[config.mk]
export PLATFORM = sky130hd
export DESIGN_NAME = logic_unit_pipe_flat
export DESIGN_NICKNAME = d
export VERILOG_FILES = /design/src/rtl/logic_unit_pipe_if.sv /design/src/rtl/logic_unit_pipe.sv /design/src/flat_wrapper.sv
export SDC_FILE = /design/constraint.sdc
export NUM_CORES = 1
export LEC_CHECK = 0
export CAP_MARGIN = 40
export CORE_MARGIN = 1.5
export CORE_UTILIZATION = 48
export CTS_CLUSTER_DIAMETER = 60
export DETAILED_ROUTE_END_ITERATION = 10
export PLACE_DENSITY = 0.76
export SETUP_SLACK_MARGIN = 0.05
export SLEW_MARGIN = 15
export SYNTH_ARGS = -nofsm -noshare
export SYNTH_HDL_FRONTEND = slang
export SYNTH_SLANG_ARGS = --single-unit
[constraint.sdc]
create_clock -name clk -period 3.05 [get_ports clk]
set_input_delay 0.61 -clock clk [delete_from_list [all_inputs] [get_ports clk]]
set_output_delay 0.61 -clock clk [all_outputs]
set_load 0.005 [all_outputs]
[src/rtl/logic_unit_pipe_if.sv]
// logic_unit_pipe_if: operand/result handshake bundle for the pipelined logic unit
interface logic_unit_pipe_if #(
  parameter int WIDTH = 16,
  parameter int CNT_W = 16
);
  logic             in_valid;
  logic             in_ready;
  logic [2:0]       op;
  logic [WIDTH-1:0] a;
  logic [WIDTH-1:0] b;
  logic [WIDTH-1:0] mask;
  logic             out_valid;
  logic             out_ready;
  logic [WIDTH-1:0] out;
  logic             zero;
  logic             ones;
  logic             parity;
  logic [CNT_W-1:0] op_cnt;
  modport master (
    output in_valid, op, a, b, mask, out_ready,
    input  in_ready, out_valid, out, zero, ones, parity, op_cnt
  );
  modport slave (
    input  in_valid, op, a, b, mask, out_ready,
    output in_ready, out_valid, out, zero, ones, parity, op_cnt
  );
endinterface

[src/rtl/logic_unit_pipe.sv]
// logic_unit_pipe: masked bitwise logic unit with result flags behind a 2-entry skid buffer
module logic_unit_pipe #(
  parameter int WIDTH   = 16,
  parameter bit MASK_EN = 1'b1,
  parameter int CNT_W   = 16
) (
  input logic              clk,
  input logic              rst_n,
  logic_unit_pipe_if.slave bus
);
  localparam int EW = WIDTH + 3;
  typedef enum logic [1:0] {EMPTY, ONE, TWO} state_t;
  state_t           state_q, state_d;
  logic [EW-1:0]    e0_q, e0_d, e1_q, e1_d;
  logic [CNT_W-1:0] cnt_q, cnt_d;
  logic [WIDTH-1:0] m, f, r;
  logic [EW-1:0]    ent;
  logic             push, pop;
  // result datapath, handshakes and buffer next-state
  always_comb begin
    m = MASK_EN ? bus.mask : '1;
    case (bus.op)
      3'b000:  f = bus.a & bus.b;
      3'b001:  f = bus.a | bus.b;
      3'b010:  f = bus.a ^ bus.b;
      3'b011:  f = ~(bus.a ^ bus.b);
      3'b100:  f = ~(bus.a & bus.b);
      3'b101:  f = ~(bus.a | bus.b);
      3'b110:  f = ~bus.a;
      default: f = bus.a;
    endcase
    r = (f & m) | (bus.a & ~m);
    ent = {^r, &r, ~|r, r};
    push = bus.in_valid & (state_q != TWO);
    pop = (state_q != EMPTY) & bus.out_ready;
    state_d = state_q;
    e0_d = e0_q;
    e1_d = e1_q;
    cnt_d = cnt_q + CNT_W'(pop);
    case (state_q)
      EMPTY: begin
        state_d = push ? ONE : EMPTY;
        e0_d = push ? ent : e0_q;
      end
      ONE: begin
        state_d = (push && !pop) ? TWO : (pop && !push) ? EMPTY : ONE;
        e1_d = (push && !pop) ? ent : e1_q;
        e0_d = (push && pop) ? ent : e0_q;
      end
      TWO: begin
        state_d = pop ? ONE : TWO;
        e0_d = pop ? e1_q : e0_q;
      end
      default: state_d = EMPTY;
    endcase
  end
  // buffer state, entries and pop counter; reset discards everything
  always_ff @(posedge clk or negedge rst_n) begin
    if (!rst_n) begin
      state_q <= EMPTY;
      e0_q <= '0;
      e1_q <= '0;
      cnt_q <= '0;
    end else begin
      state_q <= state_d;
      e0_q <= e0_d;
      e1_q <= e1_d;
      cnt_q <= cnt_d;
    end
  end
  assign bus.in_ready = (state_q != TWO);
  assign bus.out_valid = (state_q != EMPTY);
  assign bus.out = e0_q[WIDTH-1:0];
  assign bus.zero = e0_q[WIDTH];
  assign bus.ones = e0_q[WIDTH+1];
  assign bus.parity = e0_q[WIDTH+2];
  assign bus.op_cnt = cnt_q;
endmodule

[src/flat_wrapper.sv]
// flat-port wrapper written by rule: the top's interface ports become plain ports
module logic_unit_pipe_flat 
#(
  parameter int WIDTH   = 16,
  parameter bit MASK_EN = 1'b1,
  parameter int CNT_W   = 16
)
  (clk, rst_n, bus_in_valid, bus_op, bus_a, bus_b, bus_mask, bus_out_ready, bus_in_ready, bus_out_valid, bus_out, bus_zero, bus_ones, bus_parity, bus_op_cnt);
  logic_unit_pipe_if #(.WIDTH(WIDTH), .CNT_W(CNT_W)) bus_i ();
  input logic clk;
  input logic rst_n;
  input wire logic [$bits(bus_i.in_valid)-1:0] bus_in_valid;
  input wire logic [$bits(bus_i.op)-1:0] bus_op;
  input wire logic [$bits(bus_i.a)-1:0] bus_a;
  input wire logic [$bits(bus_i.b)-1:0] bus_b;
  input wire logic [$bits(bus_i.mask)-1:0] bus_mask;
  input wire logic [$bits(bus_i.out_ready)-1:0] bus_out_ready;
  output wire logic [$bits(bus_i.in_ready)-1:0] bus_in_ready;
  output wire logic [$bits(bus_i.out_valid)-1:0] bus_out_valid;
  output wire logic [$bits(bus_i.out)-1:0] bus_out;
  output wire logic [$bits(bus_i.zero)-1:0] bus_zero;
  output wire logic [$bits(bus_i.ones)-1:0] bus_ones;
  output wire logic [$bits(bus_i.parity)-1:0] bus_parity;
  output wire logic [$bits(bus_i.op_cnt)-1:0] bus_op_cnt;
  assign bus_i.in_valid = bus_in_valid;
  assign bus_i.op = bus_op;
  assign bus_i.a = bus_a;
  assign bus_i.b = bus_b;
  assign bus_i.mask = bus_mask;
  assign bus_i.out_ready = bus_out_ready;
  assign bus_in_ready = bus_i.in_ready;
  assign bus_out_valid = bus_i.out_valid;
  assign bus_out = bus_i.out;
  assign bus_zero = bus_i.zero;
  assign bus_ones = bus_i.ones;
  assign bus_parity = bus_i.parity;
  assign bus_op_cnt = bus_i.op_cnt;
  logic_unit_pipe #(.WIDTH(WIDTH), .MASK_EN(MASK_EN), .CNT_W(CNT_W)) u_core (.clk(clk), .rst_n(rst_n), .bus(bus_i));
endmodule
==> flow_metrics.py <==
metrics = {
    "worst_setup_path": {
        "worst_r2r_startpoint": "u_core.state_q[0]$_DFF_PN0_",
        "timing.setup.critical_path_class": "in -> reg",
        "worstReg2RegEnd": "u_core.e0_q[0]$_DFFE_PN0P_",
        "start_kind": "primary input",
        "path_depth_of_the_worst_reg2reg_path": 9,
        "rrSetupSlack_ps": 690,
        "cp.required_ps": 3250,
        "critical_path_arrival_ps": 3140,
        "worstSetupEndpointType": "flip-flop",
        "crit_path_max_fanout": 2,
    },
    "routing": {
        "count_of_vias_placed_by_the_detailed_router": 4412,
        "drt_wl_total_mm": 12.2,
        "drt-pass1-iter-count": 5,
        "drtAntennaViolNets": 0,
        "via_per_inst": 5.62,
        "drc_errors": 0,
        "drt_first_iter_violations": 243,
        "avgRoutedWirePerCell_microns": 15.6,
    },
    "logic_synthesis": {
        "synth_simple_gate_area_share_pct": 17.3,
        "distinct_cell_type_count_after_synthesis": 48,
        "ys_async_sr_fraction_pct": 100,
        "mapped_nets": 628,
        "share_of_the_yosys_chip_area_belonging_to_registers_pct": 31.6,
        "ys.warnings.count": 0,
        "synthesis.area_sq_mm": 0.00443,
        "per_instance_average_area_after_synthesis_sq_um": 8.50,
        "ys_seq_elements": 56,
        "synth_edf_count": 0,
        "synth_mux_area_share_pct": 3.22,
        "yosys_most_used_dff": "dfrtp_1",
        "yosys.area_share.xor_xnor_pct": 5.34,
        "synth-compound-area-share_pct": 19.8,
        "combinational_family_with_the_most_area_after_synthesis": "compound AO/OA/AOI/OAI gates",
        "synthAdderAreaFrac_pct": 14.7,
        "post_synth_inst_count": 521,
    },
    "clock_network": {
        "cts_buffers": 5,
        "root_buffer": "clkbuf_8",
        "cts_tree": "done",
        "numClockSinks": 56,
        "clkLatencyLatePin_ps": 310,
        "clk_pin_slew_worst_paths_ps": 100,
        "cts.hold.buffers_added": 0,
        "cts-root-to-sink-buffers": 2,
        "cts.htree.levels": 2,
    },
    "finish": {
        "final_core_utilization_pct": 70.6,
        "final_net_count": 783,
        "fin_cells": 785,
        "layout.cells.most_common_list": "84 x clkdlybuf4s50_1, 81 x buf_4, 56 x dfrtp_1",
        "antenna_cells_inserted": 0,
        "final-seq-area_sq_mm": 0.00140,
        "nFillCells": 682,
        "area_used_by_multi_input_combinational_logic_sq_mm": 0.00281,
        "mostFrequentLayoutCell": "clkdlybuf4s50_1",
        "p_r_area_growth_vs_syn_pct": 41.1,
        "drive_above_1_share_pct": 17.9,
    },
    "floorplan": {
        "floorplan.die_area_sq_mm": 0.00981,
        "core-area_sq_mm": 0.00885,
        "die_h_microns": 99.0,
        "std_cell_rows": 34,
        "floorplan.die.width_microns": 99.0,
        "design.portCount": 92,
        "initial_core_util_pct": 50.0,
    },
    "run": {
        "max_cap_check_violation_count": 0,
    },
    "sta": {
        "setup_total_negative_slack_ps": 0,
        "period_needed_ps": 2950,
        "hold_violations": 0,
        "clock_skew_ps": 12.7,
        "clock.fmax_mhz": 339,
        "worst_slew_margin_rel_pct": 57.0,
        "worstMarginPinSlew_ps": 645,
        "maxSlewViolCount": 0,
        "finalSetupViolCount": 0,
        "fin_crit_sh_pct": 96.7,
    },
    "power": {
        "power-per-cell-area_mw_per_mm2": 542,
        "max_vdd_drop_mv": 0.344,
        "p_leak_nw": 3.04,
    },
    "global_routing": {
        "via_count_of_the_first_global_routing_pass": 4337,
        "grt-ovfl-total": 0,
        "antenna_found_initial": 0,
        "grt_pass1_wl_mm": 19.7,
        "pin_count_of_the_biggest_net_entering_global_routing": 38,
        "groute.usage.overall_pct": 24.3,
    },
    "placement": {
        "gpl.final_weighted_congestion": 0.915,
        "portBuffers": 91,
        "dpl.hpwl_mm": 9.24,
        "place_inst": 772,
    },
    "min_path": {
        "type_of_the_most_critical_hold_path": "in -> async",
    },
    "run_status": {
        "outcome": "finished clean",
    },
}
[kinds of logic (layout without fill, tap and decap cells)]
logic type,count (synthesis),count (layout)
buf+inv,80,236
compound gates,137,137
fa+ha+maj,52,52
mux,14,14
flops,56,56
simple gates,155,155
xor+xnor,27,27
[sequential cells by signal, summed over array words and instances (netlist names)]
| signal | flops |
|---|---|
| u_core.e1_q | 19 |
| u_core.e0_q | 19 |
| u_core.state_q | 2 |
| u_core.bus.op_cnt | 16 |
[through the flow]
step	setup WS (ps)	instance area, sq um	power (W)	hold slack (ps)
5_1_grt	-3.43	6250	0.00360	183
2_1_floorplan	351	4430	0.00205	314
3_5_place_dp	-283	5930	0.00282	464
3_3_place_gp	-203	5930	0.00274	454
4_1_cts	62.4	6050	0.00332	168
6_report	101	6250	0.00339	165
[cell type report]
cell class / count / area share [%]
Clock inverter: 2 / 0.621
Sequential cell: 56 / 22.4
Inverter: 52 / 3.12
Clock buffer: 6 / 1.16
Timing Repair Buffer: 176 / 25.6
Multi-Input combinational cell: 385 / 44.9
Tap cell: 108 / 2.16
[Yosys cell counts (12+ instances only)]
cell type | instances | area share, %
buf_2 | 13 | 1.5
nand2_1 | 53 | 4.5
nand3_1 | 12 | 1.4
o21ai_1 | 16 | 1.8
and3_1 | 16 | 2.3
ha_1 | 52 | 15
nor2_1 | 21 | 1.8
dfrtp_1 | 56 | 32
o21ai_0 | 26 | 2.9
nand2b_1 | 12 | 1.7
inv_1 | 51 | 4.3
o221ai_1 | 14 | 2.8
xnor2_1 | 17 | 3.4
a21oi_1 | 39 | 4.4
mux2i_1 | 12 | 2.7
[power breakdown]
group / leakage, nW / internal [W] / switching [W]
clock: 0.0558 / 0.000248 / 0.000243
combinational: 2.28 / 0.000876 / 0.000794
sequential: 0.709 / 0.00103 / 0.000195
total: 3.04 / 0.00215 / 0.00123
[worst max path at each step]
stage | start | endpoint | slack (ps) | cells past startpoint
finish | bus_a[0] | u_core.e1_q[18]$_DFFE_PN0P_ | 100 | 13
global route | bus_a[0] | u_core.e1_q[18]$_DFFE_PN0P_ | -3 | 13
CTS | bus_op[0] | u_core.e1_q[18]$_DFFE_PN0P_ | 60 | 12
detailed placement | bus_op[0] | u_core.e1_q[18]$_DFFE_PN0P_ | -280 | 12
global placement | bus_op[0] | u_core.e1_q[18]$_DFFE_PN0P_ | -200 | 12
floorplan | bus_b[8] | u_core.e1_q[18]$_DFFE_PN0P_ | 350 | 11
[repair_timing]
| item | 4_1_cts | 5_1_grt |
|---|---|---|
| buffers inserted | 0 | 4 |
| gates resized for setup | 1 | 23 |
| pin swaps | 2 | 19 |
| cloned | 0 | 1 |
| setup endpoints to repair | 2 | 3 |
[layer usage]
| metal | track usage (%) | part of all wire (%) | vias to the layer above |
|---|---|---|---|
| met4 | 7.03 | 1.7 | 0 |
| li1 | - | - | 2118 |
| met2 | 43.5 | 51 | 166 |
| met3 | 2.20 | 4.4 | 22 |
| met5 | 0 | 0 | - |
| met1 | 31.1 | 43 | 2106 |
[critical path: stages]
cell,delay [ps]
clkdlybuf4s50_1,480
inv_1,80
ha_4,270
nand2_1,60
o22ai_2,120
o221ai_1,140
o21ai_1,250
buf_4,160
ha_1,250
xnor2_2,160
xnor2_1,190
xnor2_1,120
mux2_2,260
Power figures use the tool's default switching activity.
